===== config.mk =====
export PLATFORM = sky130hd
export DESIGN_NAME = bank_cache_ctrl_flat
export DESIGN_NICKNAME = d
export VERILOG_FILES = /design/src/rtl/bank_cache_ctrl_pkg.sv /design/src/rtl/bank_cache_ctrl_if.sv /design/src/rtl/bank_mlru.sv /design/src/rtl/bank_cache_ctrl.sv /design/src/flat_wrapper.sv
export SDC_FILE = /design/constraint.sdc
export NUM_CORES = 1
export LEC_CHECK = 0
export ABC_AREA = 1
export CORE_ASPECT_RATIO = 1.25
export CORE_MARGIN = 2
export CORE_UTILIZATION = 55
export DETAILED_ROUTE_END_ITERATION = 8
export PLACE_DENSITY_LB_ADDON = 0.05
export SKIP_LAST_GASP = 1
export SLEW_MARGIN = 10
export SYNTH_ARGS = -nofsm -noshare
export SYNTH_HDL_FRONTEND = slang
export SYNTH_SLANG_ARGS = --single-unit

===== constraint.sdc =====
create_clock -name clk -period 2.3 [get_ports clk]
set_input_delay 0.46 -clock clk [delete_from_list [all_inputs] [get_ports clk]]
set_output_delay 0.46 -clock clk [all_outputs]
set_load 0.02 [all_outputs]

===== src/rtl/bank_cache_ctrl_pkg.sv =====
// bank_cache_ctrl_pkg: shared constants, FSM encoding and slot helpers for the bank cache controller
package bank_cache_ctrl_pkg;
  localparam int SLOTS = 4;
  localparam int BANK_W = 4;
  localparam int SLOT_W = 2;
  typedef enum logic [2:0] {IDLE, LOOKUP, FILL_REQ, FILL_WAIT, RESP} state_t;
  // lowest set bit of a slot mask; callers guarantee at least one bit is set when the result matters
  function automatic logic [SLOT_W-1:0] low_idx(input logic [SLOTS-1:0] m);
    return m[0] ? 2'd0 : m[1] ? 2'd1 : m[2] ? 2'd2 : 2'd3;
  endfunction
endpackage


===== src/rtl/bank_cache_ctrl_if.sv =====
// bank_cache_ctrl_if: request/response/refill handshakes plus resident tag view
// slave modport = controller side, master modport = requester/refill side
interface bank_cache_ctrl_if;
  import bank_cache_ctrl_pkg::*;
  logic req_valid, req_ready;
  logic [BANK_W-1:0] req_bank_0, req_bank_1;
  logic resp_valid, resp_ready;
  logic [SLOT_W-1:0] resp_slot_0, resp_slot_1;
  logic fill_valid, fill_ready, fill_done;
  logic [BANK_W-1:0] fill_bank;
  logic [SLOT_W-1:0] fill_slot;
  logic [SLOTS*BANK_W-1:0] base_bank;
  logic [SLOTS-1:0] base_vld;
  modport slave(
    input req_valid, req_bank_0, req_bank_1, resp_ready, fill_ready, fill_done,
    output req_ready, resp_valid, resp_slot_0, resp_slot_1, fill_valid, fill_bank, fill_slot, base_bank, base_vld
  );
  modport master(
    output req_valid, req_bank_0, req_bank_1, resp_ready, fill_ready, fill_done,
    input req_ready, resp_valid, resp_slot_0, resp_slot_1, fill_valid, fill_bank, fill_slot, base_bank, base_vld
  );
endinterface


===== src/rtl/bank_mlru.sv =====
// bank_mlru: pseudo-LRU access bits and victim choice
// ports: clk, rst_n, upd (apply access), used (slots touched by this request), vld_nxt (slot valid after this cycle), victim
module bank_mlru
  import bank_cache_ctrl_pkg::*;
(
  input  logic              clk,
  input  logic              rst_n,
  input  logic              upd,
  input  logic [SLOTS-1:0]  used,
  input  logic [SLOTS-1:0]  vld_nxt,
  output logic [SLOT_W-1:0] victim
);
  logic [SLOTS-1:0] mbit, merged, mbit_nxt;
  assign merged = mbit | used;
  // saturation keeps only the current request's slots so a zero bit always remains
  assign mbit_nxt = &merged ? used : merged;
  // victim is chosen from post-update state, so slots touched by this request are never picked
  assign victim = &vld_nxt ? low_idx(~mbit_nxt) : low_idx(~vld_nxt);
  always_ff @(posedge clk or negedge rst_n)
    if (!rst_n) mbit <= '0;
    else if (upd) mbit <= mbit_nxt;
endmodule


===== src/rtl/bank_cache_ctrl.sv =====
// bank_cache_ctrl: maps a pair of bank IDs onto resident slots, refilling misses into pseudo-LRU victims
// ports: clk, rst_n (async, active low), bus (slave modport: request, response, refill, tag view)
module bank_cache_ctrl
  import bank_cache_ctrl_pkg::*;
#(
  parameter int NSLOT = SLOTS
) (
  input logic clk,
  input logic rst_n,
  bank_cache_ctrl_if.slave bus
);
  state_t st;
  logic lk, cur, need1, rdy, rv, fv, upd, done;
  logic [BANK_W-1:0] b0, b1, fb;
  logic [SLOT_W-1:0] rs0, rs1, fs, victim;
  logic [NSLOT-1:0] vld, hm0, hm1, acc, cmp0, cmp1, fmask, used, vld_nxt;
  logic [NSLOT*BANK_W-1:0] tags;
  for (genvar i = 0; i < NSLOT; i++) begin : g_cmp
    assign cmp0[i] = vld[i] && tags[i*BANK_W +: BANK_W] == b0;
    assign cmp1[i] = vld[i] && tags[i*BANK_W +: BANK_W] == b1;
  end
  assign done = st == FILL_WAIT && bus.fill_done;
  assign fmask = NSLOT'(1) << fs;
  assign upd = (st == LOOKUP && lk) || done;
  assign used = done ? acc | fmask : hm0 | hm1;
  assign vld_nxt = done ? vld | fmask : vld;
  bank_mlru u_mlru (.clk(clk), .rst_n(rst_n), .upd(upd), .used(used), .vld_nxt(vld_nxt), .victim(victim));
  // LOOKUP spends one cycle registering the tag compares (lk=0) and one cycle acting on them (lk=1)
  always_ff @(posedge clk or negedge rst_n)
    if (!rst_n) begin
      st <= IDLE;
      {lk, cur, need1, rv, fv} <= '0;
      rdy <= 1'b1;
      {b0, b1, fb, rs0, rs1, fs} <= '0;
      {vld, hm0, hm1, acc} <= '0;
      tags <= '0;
    end else
      case (st)
        IDLE: if (bus.req_valid) begin
          b0 <= bus.req_bank_0;
          b1 <= bus.req_bank_1;
          rdy <= 1'b0;
          lk <= 1'b0;
          st <= LOOKUP;
        end
        LOOKUP: if (!lk) begin
          hm0 <= cmp0;
          hm1 <= cmp1;
          lk <= 1'b1;
        end else begin
          lk <= 1'b0;
          acc <= hm0 | hm1;
          rs0 <= low_idx(hm0);
          rs1 <= low_idx(hm1);
          if (|hm0 && |hm1) begin
            rv <= 1'b1;
            st <= RESP;
          end else begin
            cur <= |hm0;
            fb <= |hm0 ? b1 : b0;
            fs <= victim;
            need1 <= !(|hm0) && !(|hm1) && b0 != b1;
            fv <= 1'b1;
            st <= FILL_REQ;
          end
        end
        FILL_REQ: if (bus.fill_ready) begin
          fv <= 1'b0;
          st <= FILL_WAIT;
        end
        FILL_WAIT: if (bus.fill_done) begin
          tags[fs*BANK_W +: BANK_W] <= fb;
          vld <= vld_nxt;
          acc <= used;
          if (!cur) rs0 <= fs;
          if (cur || b0 == b1) rs1 <= fs;
          if (need1) begin
            need1 <= 1'b0;
            cur <= 1'b1;
            fb <= b1;
            fs <= victim;
            fv <= 1'b1;
            st <= FILL_REQ;
          end else begin
            rv <= 1'b1;
            st <= RESP;
          end
        end
        RESP: if (bus.resp_ready) begin
          rv <= 1'b0;
          rdy <= 1'b1;
          st <= IDLE;
        end
        default: st <= IDLE;
      endcase
  assign bus.req_ready = rdy;
  assign bus.resp_valid = rv;
  assign bus.resp_slot_0 = rs0;
  assign bus.resp_slot_1 = rs1;
  assign bus.fill_valid = fv;
  assign bus.fill_bank = fb;
  assign bus.fill_slot = fs;
  assign bus.base_bank = tags;
  assign bus.base_vld = vld;
endmodule


===== src/flat_wrapper.sv =====
// flat-port wrapper written by rule: the top's interface ports become plain ports
module bank_cache_ctrl_flat import bank_cache_ctrl_pkg::*;
#(
  parameter int NSLOT = SLOTS
)
  (clk, rst_n, bus_req_valid, bus_req_bank_0, bus_req_bank_1, bus_resp_ready, bus_fill_ready, bus_fill_done, bus_req_ready, bus_resp_valid, bus_resp_slot_0, bus_resp_slot_1, bus_fill_valid, bus_fill_bank, bus_fill_slot, bus_base_bank, bus_base_vld);
  bank_cache_ctrl_if bus_i ();
  input logic clk;
  input logic rst_n;
  input wire logic [$bits(bus_i.req_valid)-1:0] bus_req_valid;
  input wire logic [$bits(bus_i.req_bank_0)-1:0] bus_req_bank_0;
  input wire logic [$bits(bus_i.req_bank_1)-1:0] bus_req_bank_1;
  input wire logic [$bits(bus_i.resp_ready)-1:0] bus_resp_ready;
  input wire logic [$bits(bus_i.fill_ready)-1:0] bus_fill_ready;
  input wire logic [$bits(bus_i.fill_done)-1:0] bus_fill_done;
  output wire logic [$bits(bus_i.req_ready)-1:0] bus_req_ready;
  output wire logic [$bits(bus_i.resp_valid)-1:0] bus_resp_valid;
  output wire logic [$bits(bus_i.resp_slot_0)-1:0] bus_resp_slot_0;
  output wire logic [$bits(bus_i.resp_slot_1)-1:0] bus_resp_slot_1;
  output wire logic [$bits(bus_i.fill_valid)-1:0] bus_fill_valid;
  output wire logic [$bits(bus_i.fill_bank)-1:0] bus_fill_bank;
  output wire logic [$bits(bus_i.fill_slot)-1:0] bus_fill_slot;
  output wire logic [$bits(bus_i.base_bank)-1:0] bus_base_bank;
  output wire logic [$bits(bus_i.base_vld)-1:0] bus_base_vld;
  assign bus_i.req_valid = bus_req_valid;
  assign bus_i.req_bank_0 = bus_req_bank_0;
  assign bus_i.req_bank_1 = bus_req_bank_1;
  assign bus_i.resp_ready = bus_resp_ready;
  assign bus_i.fill_ready = bus_fill_ready;
  assign bus_i.fill_done = bus_fill_done;
  assign bus_req_ready = bus_i.req_ready;
  assign bus_resp_valid = bus_i.resp_valid;
  assign bus_resp_slot_0 = bus_i.resp_slot_0;
  assign bus_resp_slot_1 = bus_i.resp_slot_1;
  assign bus_fill_valid = bus_i.fill_valid;
  assign bus_fill_bank = bus_i.fill_bank;
  assign bus_fill_slot = bus_i.fill_slot;
  assign bus_base_bank = bus_i.base_bank;
  assign bus_base_vld = bus_i.base_vld;
  bank_cache_ctrl #(.NSLOT(NSLOT)) u_core (.clk(clk), .rst_n(rst_n), .bus(bus_i));
endmodule

# Yosys cells after proc, flatten, opt, wreduce, memory -nomap -nowiden
# Cells that the tools add are included.
# Widths: inputs -> output; s select.
# classes
n_bitwise	7
n_mux	71
addsub	1
n_eq_ne	25
shift	3
reduce_logical	40
# ops
operator	count
$mux 4	10
$mux 2	19
$eq 4x4->1	9
$neg 4->34	1
$shift 4x34->16 const A	1
$shiftx 4x34->16	1
$mux 1	22
$mux 3	7
$reduce_and 4->1	5
$ne 2x2->1 const B	9
$bwmux 16	1
$or 4x4->4	4
$pmux 4 s2	2
$pmux 3 s5	1
$logic_and 1x1->1	13
$pmux 2 s2	3
$reduce_and 6->1	2
$reduce_and 5->1	2
$pmux 1 s2	4
$reduce_and 2->1	4
$reduce_or 4->1	2
$eq 3x2->1 const B	2
$not 3->3	2
$pmux 1 s3	2
other kinds (12)	19
# word_totals
in_bits	14
reg_bits	63

# Depth between registers and ports, before layout
# Gate-level depths: netlist of run 1.
# depth
ltp_word	14
depth_mapped	15
ltp_nobuf	15

# Modules after synthesis
# From an unflattened synthesis of run 1, not the netlist that was laid out.
# hier_totals
hier_cells	486
area_unflattened_um2	3626.0
# modules_own_cells
mod	area_each_um2	instances	cells_each
bank_cache_ctrl	3291.9	1	437
bank_mlru	334.1	1	49

# Least setup slack after synthesis of run 1
# Ideal clock, no wire load.
# synth_path
kind	register -> register
start	register u_core.fs[0] (netlist: u_core.bus.fill_slot[0])
end	register u_core.fs[1] (netlist: u_core.bus.fill_slot[1])
path_slack_ps	499
stages_incl_launch_ff	16
required_ps	2183
n_path_buf	0
setup_ps	117
arrival_time_ps	1684
period_less_slack_ps	1801
cell_sequence	dfrtp_1 > inv_1 > ha_1 > inv_1 > nand2_1 > nand3_1 > nand3_1 > nand2_1 > nor2_2 > nand2_1 > nand2_1 > inv_1 > nand2_1 > nand2_1 > nand2_1 > nand2_1
# synth_via
elab_chain_cells	13
# synth_rtl
item	line	source
from (decl)	bank_cache_ctrl.sv:15	logic [SLOT_W-1:0] rs0, rs1, fs, victim;
from (signal assigned)	bank_cache_ctrl.sv:61	fs <= victim;
from (signal assigned)	bank_cache_ctrl.sv:81	fs <= victim;
$shl 1x2->4 (*)	bank_cache_ctrl.sv:23	assign fmask = NSLOT'(1) << fs;
$or 4x4->4	bank_cache_ctrl.sv:25	assign used = done ? acc | fmask : hm0 | hm1;
$mux 4	bank_cache_ctrl.sv:25	
$or 4x4->4	bank_mlru.sv:14	assign merged = mbit | used;
$reduce_and 4->1	bank_mlru.sv:16	assign mbit_nxt = &merged ? used : merged;
$mux 4	bank_mlru.sv:16	
$not 3->3	bank_mlru.sv:18	assign victim = &vld_nxt ? low_idx(~mbit_nxt) : low_idx(~vld_nxt);
$mux 2 (2 in a row)	bank_cache_ctrl_pkg.sv:9	return m[0] ? 2'd0 : m[1] ? 2'd1 : m[2] ? 2'd2 : 2'd3;
$mux 2 (*)	bank_mlru.sv:18	
$mux 2, on equally long branches	bank_cache_ctrl.sv:77, bank_cache_ctrl.sv:55	
$mux 2, on equally long branches	bank_cache_ctrl.sv:71, bank_cache_ctrl.sv:46	
$pmux 2 s2 (*)	bank_cache_ctrl.sv:38	case (st)
# Every way passes the cells marked *; elsewhere a longest branch is shown, timed or not. The select of a mux whose other input is x is not followed.
# A chain may end at the register's enable or synchronous reset.

# Final worst setup path of run 1
# layout_path
start	register u_core.fs[1] (netlist: u_core.bus.fill_slot[1])
end	register u_core.fs[1] (netlist: u_core.bus.fill_slot[1])
# The elaborated chain is that of the path after synthesis.

==> results of run 1 <==
cell families (layout without fill, tap and decap cells):
| kind of cell | count (synthesis) | in the layout |
|---|---|---|
| compound gates | 101 | 101 |
| xor+xnor | 10 | 10 |
| fa+ha+maj | 4 | 4 |
| buf+inv | 87 | 147 |
| flops | 63 | 63 |
| simple gates | 166 | 166 |
layer usage:
| layer | global-route usage, % | share of wire (%) | vias to the layer above |
|---|---|---|---|
| met3 | 3.85 | 4.6 | 18 |
| met4 | 10.4 | 1.8 | 0 |
| met1 | 37.2 | 42 | 1497 |
| li1 | - | - | 1533 |
| met2 | 51.0 | 52 | 105 |
| met5 | 0 | 0 | - |
Yosys cell counts:
master	n
o21ai_1	2
xnor2_1	4
buf_2	2
o211ai_2	1
nand3_1	18
nand3b_1	4
nor2_4	2
nand4_2	1
nor2_1	20
nand4_1	9
dfrtp_1	62
inv_2	3
a21o_1	2
nor2_2	3
a21oi_2	3
or2_2	1
buf_1	3
a31oi_1	1
xor2_1	6
o221ai_1	6
o22ai_1	2
o41ai_1	8
a41oi_1	1
o211ai_1	13
dfstp_2	1
clkbuf_1	5
nand2_1	105
o21ai_0	42
o31ai_1	1
buf_6	1
o2111ai_1	2
inv_1	73
nand2_2	2
nor3_2	1
ha_1	4
a21oi_1	17
final cells by class:
class                           instances  area (um2)
Sequential cell                        63        1580
Fill cell                             530        1880
Multi-Input combinational cell        281        1500
Tap cell                               85         106
Clock inverter                          5        57.6
Timing Repair Buffer                   55         536
Inverter                               76         285
Clock buffer                           11         141
stage by stage:
step / total power (W) / hold slack, ns / instance area (um2) / worst slack (ns) / util [%]
after floorplan: 0.00420 / 0.164 / 3410 / 0.499 / -
after global placement: 0.00545 / 0.452 / 4000 / 0.124 / 65.8
after detailed placement: 0.00547 / 0.455 / 4000 / 0.0696 / 65.8
after CTS: 0.00648 / 0.131 / 4200 / 0.251 / 69.0
after global routing: 0.00696 / 0.149 / 4200 / 0.0242 / 69.0
final: 0.00649 / 0.105 / 4200 / 0.257 / 69.0
where the power goes:
group          internal [W]  switching, W  leakage, nW
Clock              0.000528      0.000464       0.0916
Combinational       0.00129       0.00206         1.19
Sequential          0.00159      0.000557        0.764
Total               0.00341       0.00308         2.04
how the worst max path moves through the flow:
stage,to,slack [ns],startpoint
CTS,u_core.bus.fill_slot[1]$_DFFE_PN0P_,0.25,u_core.bus.fill_slot[1]$_DFFE_PN0P_
global route,u_core.bus.fill_slot[1]$_DFFE_PN0P_,0.02,u_core.bus.fill_slot[1]$_DFFE_PN0P_
finish,u_core.bus.fill_slot[1]$_DFFE_PN0P_,0.26,u_core.bus.fill_slot[1]$_DFFE_PN0P_
global placement,u_core.bus.fill_slot[0]$_DFFE_PN0P_,0.12,bus_fill_done
floorplan,u_core.bus.fill_slot[1]$_DFFE_PN0P_,0.50,u_core.bus.fill_slot[0]$_DFFE_PN0P_
detailed placement,u_core.bus.fill_slot[0]$_DFFE_PN0P_,0.07,bus_fill_done
registers in the layout, summed over array words and instances (netlist names):
signal / flops
u_core.lk: 1
u_core.cur: 1
u_core.u_mlru.mbit: 4
u_core.bus.base_vld: 4
u_core.bus.fill_bank: 4
u_core.b1: 4
u_core.need1: 1
u_core.bus.resp_slot_1: 2
u_core.bus.fill_slot: 2
u_core.hm1: 4
u_core.bus.base_bank: 16
u_core.bus.fill_valid: 1
u_core.bus.resp_valid: 1
u_core.bus.resp_slot_0: 2
u_core.b0: 4
u_core.hm0: 4
u_core.acc: 4
u_core.st: 3
u_core.bus.req_ready: 1
layout by cell type (no fill, tap or decap), types with 8 or more instances in the layout:
cell type / instances
nand2_1: 105
inv_1: 73
o41ai_1: 8
nand3_1: 18
dfrtp_1: 62
a21oi_1: 17
o211ai_1: 13
buf_4: 8
nand4_1: 9
clkdlybuf4s50_1: 45
o21ai_0: 42
clkbuf_8: 10
nor2_1: 20
==> metrics.yaml, run 1 <==
run_status:
  run_status: "complete, no violations"
cts:
  clock-sinks: 63
  postCtsSetupBuffers: 0
  cts_root_buf: "clkbuf_8"
  ctsResizeCount: 0
  cts_tree: "yes"
  cts_max_level: 3
  cts_buffers: 9
  clkTransAtPathRegs_ns: 0.07
  holdBufCountCts: 0
  insertion_delay_ns: 0.35
  clockBufferDepth: 2
power_and_ir_drop:
  leakage_nw: 2.04
  power_density_nw_per_um2: 1540
  ir_drop_mv: 0.776
synth:
  mappedNetlistNets: 449
  synthMuxAreaShare_pct: 0
  ys_types: 36
  synth_compound_area_share_pct: 18.5
  synthAdderAreaFrac_pct: 1.47
  synth_top_family_by_area: "simple AND/OR/NAND/NOR gates"
  synth_top_area_share_pct: 45.5
  ys_seq_area_share_pct: 46.2
  syn_avg_cell_area_um2: 7.92
  ys_top_cells_by_area: "dfrtp_1 45%, nand2_1 12%, inv_1 8.0%"
  synth_area_um2: 3410
  ys_ff_latch: 63
  synth-simple-area-share_pct: 21.3
  synth_xor_area_share_pct: 2.57
  synth_top_cell_by_area: "dfrtp_1"
  synthCells: 431
  ys_warn_count: 0
global_routing:
  grt_max_degree: 64
  antenna_found_initial: 0
  first_global_vias: 3019
  grt_overflow_total: 0
  grt_pass1_wl_mm: 15.1
  gr-usage-all-layers_pct: 29.6
timing:
  drv_slew: 0
  fin_skew_ns: 0.00827
  finalSetupTns_ns: 0
  max_slew_margin_pct: 49.9
  tightest_slew_ns: 0.749
  clock.fmax_mhz: 489
  final.min_clock_period_ns: 2.04
  fin_crit_sh_pct: 88.8
  final-hold-violation-count: 0
  rsz0062_at_grt: "no"
  finalSetupViolCount: 0
setup_path:
  cp_max_fo: 6
  r2r_end: "u_core.bus.fill_slot[1]$_DFFE_PN0P_"
  reg2reg_depth: 15
  cpMostUsedCell: "nand2_1"
  crit_required_ns: 2.54
  cp_top_family: "simple AND/OR/NAND/NOR gates"
  worstReg2RegStart: "u_core.bus.fill_slot[1]$_DFFE_PN0P_"
  crit_path_end_kind: "flip-flop"
  worstPathArrival_ns: 2.29
  cpPeakStageDelay_ns: 0.47
  r2r_slack_ns: 0.26
  start_kind: "flip-flop"
  cp_cell_sequence: "inv_1 > ha_1 > inv_1 > nand2_1 > nand3_1 > nand3_1 > nand2_1 > nor2_2 > nand2_1 > nand2_1 > inv_1 > nand2_1 > nand2_1 > nand2_1 > nand2_1"
  cp_slowest_cell: "dfrtp_1"
  cp_num_buf_inv: 3
  worstSetupPathType: "flip-flop to flip-flop"
  path_depth: 15
final_layout:
  stdcell_count: 576
  n_antenna_cell: 0
  synthToLayoutAreaGrowth_pct: 23.1
  num-nets-final: 504
  final_layout_size_suffix_gt1_share_pct: 8.76
floorplan:
  num_rows: 32
  io_pins: 47
  die_w_um: 74.5
  coreArea_um2: 6090
  start_util_pct: 56.1
  die_y_um: 92.1
  dieArea_um2: 6850
drt:
  drcViolationCount: 0
  num_vias: 3153
  ant_nets: 0
  drtIter0Drc: 186
  routedWlPerCell_um: 16.0
  dr.pass1.iters: 5
  finalWirelength_mm: 9.22
  vias_per_cell: 5.47
run:
  max-cap-violations: 0
placed_design:
  place.gp.congestion: 0.914
  io_buffer_count: 46
  post-dp-hpwl_mm: 6.89
  dp_cells: 560
hold_path:
  hold_path.class: "primary input to async pin"
(Power assumes the default switching activity.)
==> inputs of run 2 (changes only) <==
CAP_MARGIN = 20   (was default)
==> results of run 2 <==
The final DEF is identical to that of run 1; final timing and power are the same.
==> RTL change 1 (flow settings as in run 1) <==
The 5 states of `state_t` get a one-hot encoding in 5 bits.
--- a/src/rtl/bank_cache_ctrl_pkg.sv
+++ b/src/rtl/bank_cache_ctrl_pkg.sv
@@ -4,5 +4,5 @@
   localparam int BANK_W = 4;
   localparam int SLOT_W = 2;
-  typedef enum logic [2:0] {IDLE, LOOKUP, FILL_REQ, FILL_WAIT, RESP} state_t;
+  typedef enum logic [4:0] {IDLE = 5'b00001, LOOKUP = 5'b00010, FILL_REQ = 5'b00100, FILL_WAIT = 5'b01000, RESP = 5'b10000} state_t;
   // lowest set bit of a slot mask; callers guarantee at least one bit is set when the result matters
   function automatic logic [SLOT_W-1:0] low_idx(input logic [SLOTS-1:0] m);
Behaviour: same outputs for any inputs over 10 cycles, from zero or initial values and one cycle with rst_n low; not proved beyond that.
==> RTL change 1 against run 1 <==
  * Sequential power shrank 16%
  * Area after synthesis grew 3.3%
  * Clock power grew 4%
  * Routed wire length is 2.5% higher
  * Design area up 2.4%
  * Synthesized cell count down 0.23%
  * Core utilization up 0.28 points
  * Power is 28% lower
  * Sequential cell count rose by 2
  * Worst setup slack better by 0.013 ns
  * Critical path type unchanged
  * Largest power group unchanged
  * Highest routed layer unchanged
==> RTL change 1: results (changes against run 1) <==
* R2R cell count at 13 (was 15)
* VDD IR-drop max at 0.0007674 V (was 0.0007762 V)
* Yosys cell types at 41 (was 36)
* Compound-Gate Fraction of Synth Area at 0.1587 (was 0.1852)
* Outcome: completed (unchanged)
* Share of cells above drive strength 1 at 0.1127 (was 0.08758)
* Mux contribution to synthesized area at 0.006390 (was 0)
* Clock skew at 0.009766 ns (was 0.008275 ns)
* Routed len/inst at 16.49 microns (was 16.01 microns)
* Inverters excl. clock at 72 (was 76)
* Most common library cells after synthesis: nand2_1 (96), inv_1 (66), dfrtp_1 (63), o21ai_0 (42), nand3_1 (17) (was nand2_1 (105), inv_1 (73), dfrtp_1 (62), o21ai_0 (42), nor2_1 (20))
* Area of the multi-input gates at 1558 sq um (was 1498 sq um)
* Largest net degree at the start of global routing at 66 (was 64)
* Vias in the first global route at 3187 (was 3019)
* RePlAce Congestion at 0.9872 (was 0.9142)
* Reg2reg start: u_core.bus.fill_slot[0]$_DFFE_PN0P_ (was u_core.bus.fill_slot[1]$_DFFE_PN0P_)
* Sequential cell area at 1629 sq um (was 1578 sq um)
* Sequential share of the synthesized area at 0.4622 (was 0.4624)
* Total global-route track usage at 0.2955 (was 0.2956)
* Final worst path period share at 0.8826 (was 0.8883)
* Worst-case hold slack at 0.1149 ns (was 0.1048 ns)
* Yosys top cell area share at 0.4473 (was 0.4547)
* Post-synthesis xor/xnor area fraction at 0.02982 (was 0.02567)
* Layout Nets at 501 (was 504)
* Vias per std cell at 5.647 (was 5.474)
* Lkg Pwr at 0.002059 uW (was 0.002043 uW)
* CP max stage delay at 0.50 ns (was 0.47 ns)
* Data buffer area share at 0.1227 (was 0.1275)
* Worst slew pin tran at 0.5343 ns (was 0.7492 ns)
* Post-Synth Adder-Cell Area at 0.01420 (was 0.01467)
* Buffers excl. clock at 54 (was 55)
* First-pass GRT wire length at 15530 microns (was 15100 microns)
* DP Area at 4098 sq um (was 4003 sq um)
* Initial DRC count at 224 (was 186)
* Seq cells post-synth at 65 (was 63)
* Clock buffer count at 10 (was 11)
* R2R Path End: u_core.bus.fill_slot[0]$_DFFE_PN0P_ (was u_core.bus.fill_slot[1]$_DFFE_PN0P_)
* DP HPWL at 6954 microns (was 6893 microns)
RTL change 1: changes by cell type after synthesis, moves of 5 or more:
| cell | before | now |
|---|---|---|
| a21oi_1 | 17 | 10 |
| o211ai_1 | 13 | 5 |
| o221ai_1 | 6 | 0 |
| o31ai_1 | 1 | 8 |
| o41ai_1 | 8 | 0 |
| nor2_1 | 20 | 15 |
| nand2_1 | 105 | 96 |
| nand4_1 | 9 | 15 |
| o2111ai_1 | 2 | 8 |
| o22ai_1 | 2 | 14 |
| xnor2_1 | 4 | 10 |
| inv_1 | 73 | 66 |
RTL change 1: layer usage:
layer	wire length (microns)	track usage
met1	3954	0.3851
met2	4590	0.4580
met3	499	0.04957
met4	402	0.1652
met5	0	0
RTL change 1: where the power goes:
group	internal (uW)	switching, uW
logic	736	1090
registers	1420	381
clock network	532	498
RTL change 1: per-stage QoR:
stage	power, uW	instances
final	4659	573
after global routing	4931	573
after CTS	4644	573
after detailed placement	3615	557
after global placement	3585	557
after floorplan	2876	430
==> RTL change 2 (flow settings as in run 1) <==
Made on the original files. `SLOTS`: 4 -> 8.
--- a/src/rtl/bank_cache_ctrl_pkg.sv
+++ b/src/rtl/bank_cache_ctrl_pkg.sv
@@ -1,5 +1,5 @@
 // bank_cache_ctrl_pkg: shared constants, FSM encoding and slot helpers for the bank cache controller
 package bank_cache_ctrl_pkg;
-  localparam int SLOTS = 4;
+  localparam int SLOTS = 8;
   localparam int BANK_W = 4;
   localparam int SLOT_W = 2;
Ports: changed (resized bus_base_bank and bus_base_vld); port bits go from 47 to 67. The function was not compared with the original's and may differ.
==> RTL change 2 against run 1 <==
  * Area after synthesis increased by 7.5%
  * Hold slack improved by 0.017 ns
  * Global-route usage decreased by 2.9 points
  * Register-to-register slack improved by 0.31 ns
  * Non-clock buffer count increased by 12
  * Count of clock-buffer cells in the layout decreased by 2
  * Routed wire length decreased by 1.4%
  * Core utilization increased by 0.41 points
  * Sequential cell count increased by 8
  * Worst setup slack improved by 0.078 ns
  * Design area increased by 7.8%
  * First-iteration DRC count decreased by 5.9%
  * Synthesized cell count increased by 6.3%
  * Power increased by 4.7%
  * Critical endpoint is now bus_fill_slot[1]
==> RTL change 2: results (changes against run 1) <==
* Clk tree area frac at 0.04861 (was 0.04735)
* CP arrival at 1.50 ns (was 2.29 ns)
* Sequential share of cell area at 0.3924 (was 0.3755)
* Outcome: completed (unchanged)
* Post-Layout Cell Count at 603 (was 576)
* Most common library cells after synthesis: nand2_1 (119), dfrtp_1 (70), inv_1 (48), nor2_1 (45), o21ai_0 (38) (was nand2_1 (105), inv_1 (73), dfrtp_1 (62), o21ai_0 (42), nor2_1 (20))
* Compound-Gate Fraction of Synth Area at 0.09379 (was 0.1852)
* Routed len/inst at 15.08 microns (was 16.01 microns)
* Inverters excl. clock at 52 (was 76)
* Routed met3 length at 468 microns (was 421 microns)
* Area of the multi-input gates at 1563 sq um (was 1498 sq um)
* Largest net degree at the start of global routing at 72 (was 64)
* Max reg flops at 32 (was 16)
* Area growth from synthesis to layout at 23.50% (was 23.14%)
* TritonRoute pass-1 iters at 6 (was 5)
* Lkg Pwr at 0.002241 uW (was 0.002043 uW)
* DR WL met2 at 4671 microns (was 4805 microns)
* Share of cells above drive strength 1 at 0.08527 (was 0.08758)
* Initial DRC count at 175 (was 186)
* Total global-route track usage at 0.2665 (was 0.2956)
* Clock skew at 0.006578 ns (was 0.008275 ns)
* Post-synthesis xor/xnor area fraction at 0.03820 (was 0.02567)
* Met1 Wirelength at 3742 microns (was 3829 microns)
* Clock share of power at 0.161 (was 0.153)
* P_clk at 1090 uW (was 992 uW)
* Placed cell count at 587 (was 560)
* IO buf count at 62 (was 46)
* Sequential share of the synthesized area at 0.4847 (was 0.4624)
* Buffers excl. clock at 67 (was 55)
* DP Worst Slack at 0.2694 ns (was 0.06964 ns)
* Comb pwr at 3400 uW (was 3350 uW)
* Vias in the first global route at 3037 (was 3019)
* Via count at 3116 (was 3153)
* Fill count at 583 (was 530)
* Post-Synth Adder-Cell Area at 0.01364 (was 0.01467)
* CP max stage cell: clkdlybuf4s50_1 (was dfrtp_1)
* Worst-path fanout max at 5 (was 6)
* Register-to-register setup slack at 0.57 ns (was 0.26 ns)
* Yosys top cell area share at 0.4775 (was 0.4547)
* Layout Nets at 529 (was 504)
* Mean post-synth cell area at 8.010 sq um (was 7.917 sq um)
* Data buffer area share at 0.1469 (was 0.1275)
* VDD IR-drop max at 0.0007403 V (was 0.0007762 V)
* Met1 track demand over resource at 0.3231 (was 0.3721)
* CP max stage delay at 0.66 ns (was 0.47 ns)
* DP Area at 4310 sq um (was 4003 sq um)
* Multi-In Gates at 310 (was 281)
-- RTL change 2: how the worst max path moves through the flow --
stage,slack [ns],from,end
after global placement,0.37,bus_fill_done,u_core.bus.fill_bank[0]$_DFFE_PN0P_
after global routing,0.29,u_core.bus.fill_slot[1]$_DFFE_PN0P_,bus_fill_slot[1]
after detailed placement,0.27,bus_fill_done,u_core.bus.base_bank[19]$_DFFE_PN0P_
final,0.34,u_core.bus.fill_slot[1]$_DFFE_PN0P_,bus_fill_slot[1]
after floorplan,0.39,u_core.bus.fill_slot[0]$_DFFE_PN0P_,u_core.bus.base_bank[16]$_DFFE_PN0P_
after CTS,0.32,u_core.bus.fill_slot[1]$_DFFE_PN0P_,bus_fill_slot[1]
-- RTL change 2: logic make-up after synthesis --
logic type / count (synthesis)
AO/OA/AOI/OAI: 64
XOR/XNOR: 16
adder cells (fa/ha/maj): 4
buffers and inverters: 80
flip-flops: 71
other: 1
AND/OR/NAND/NOR: 222
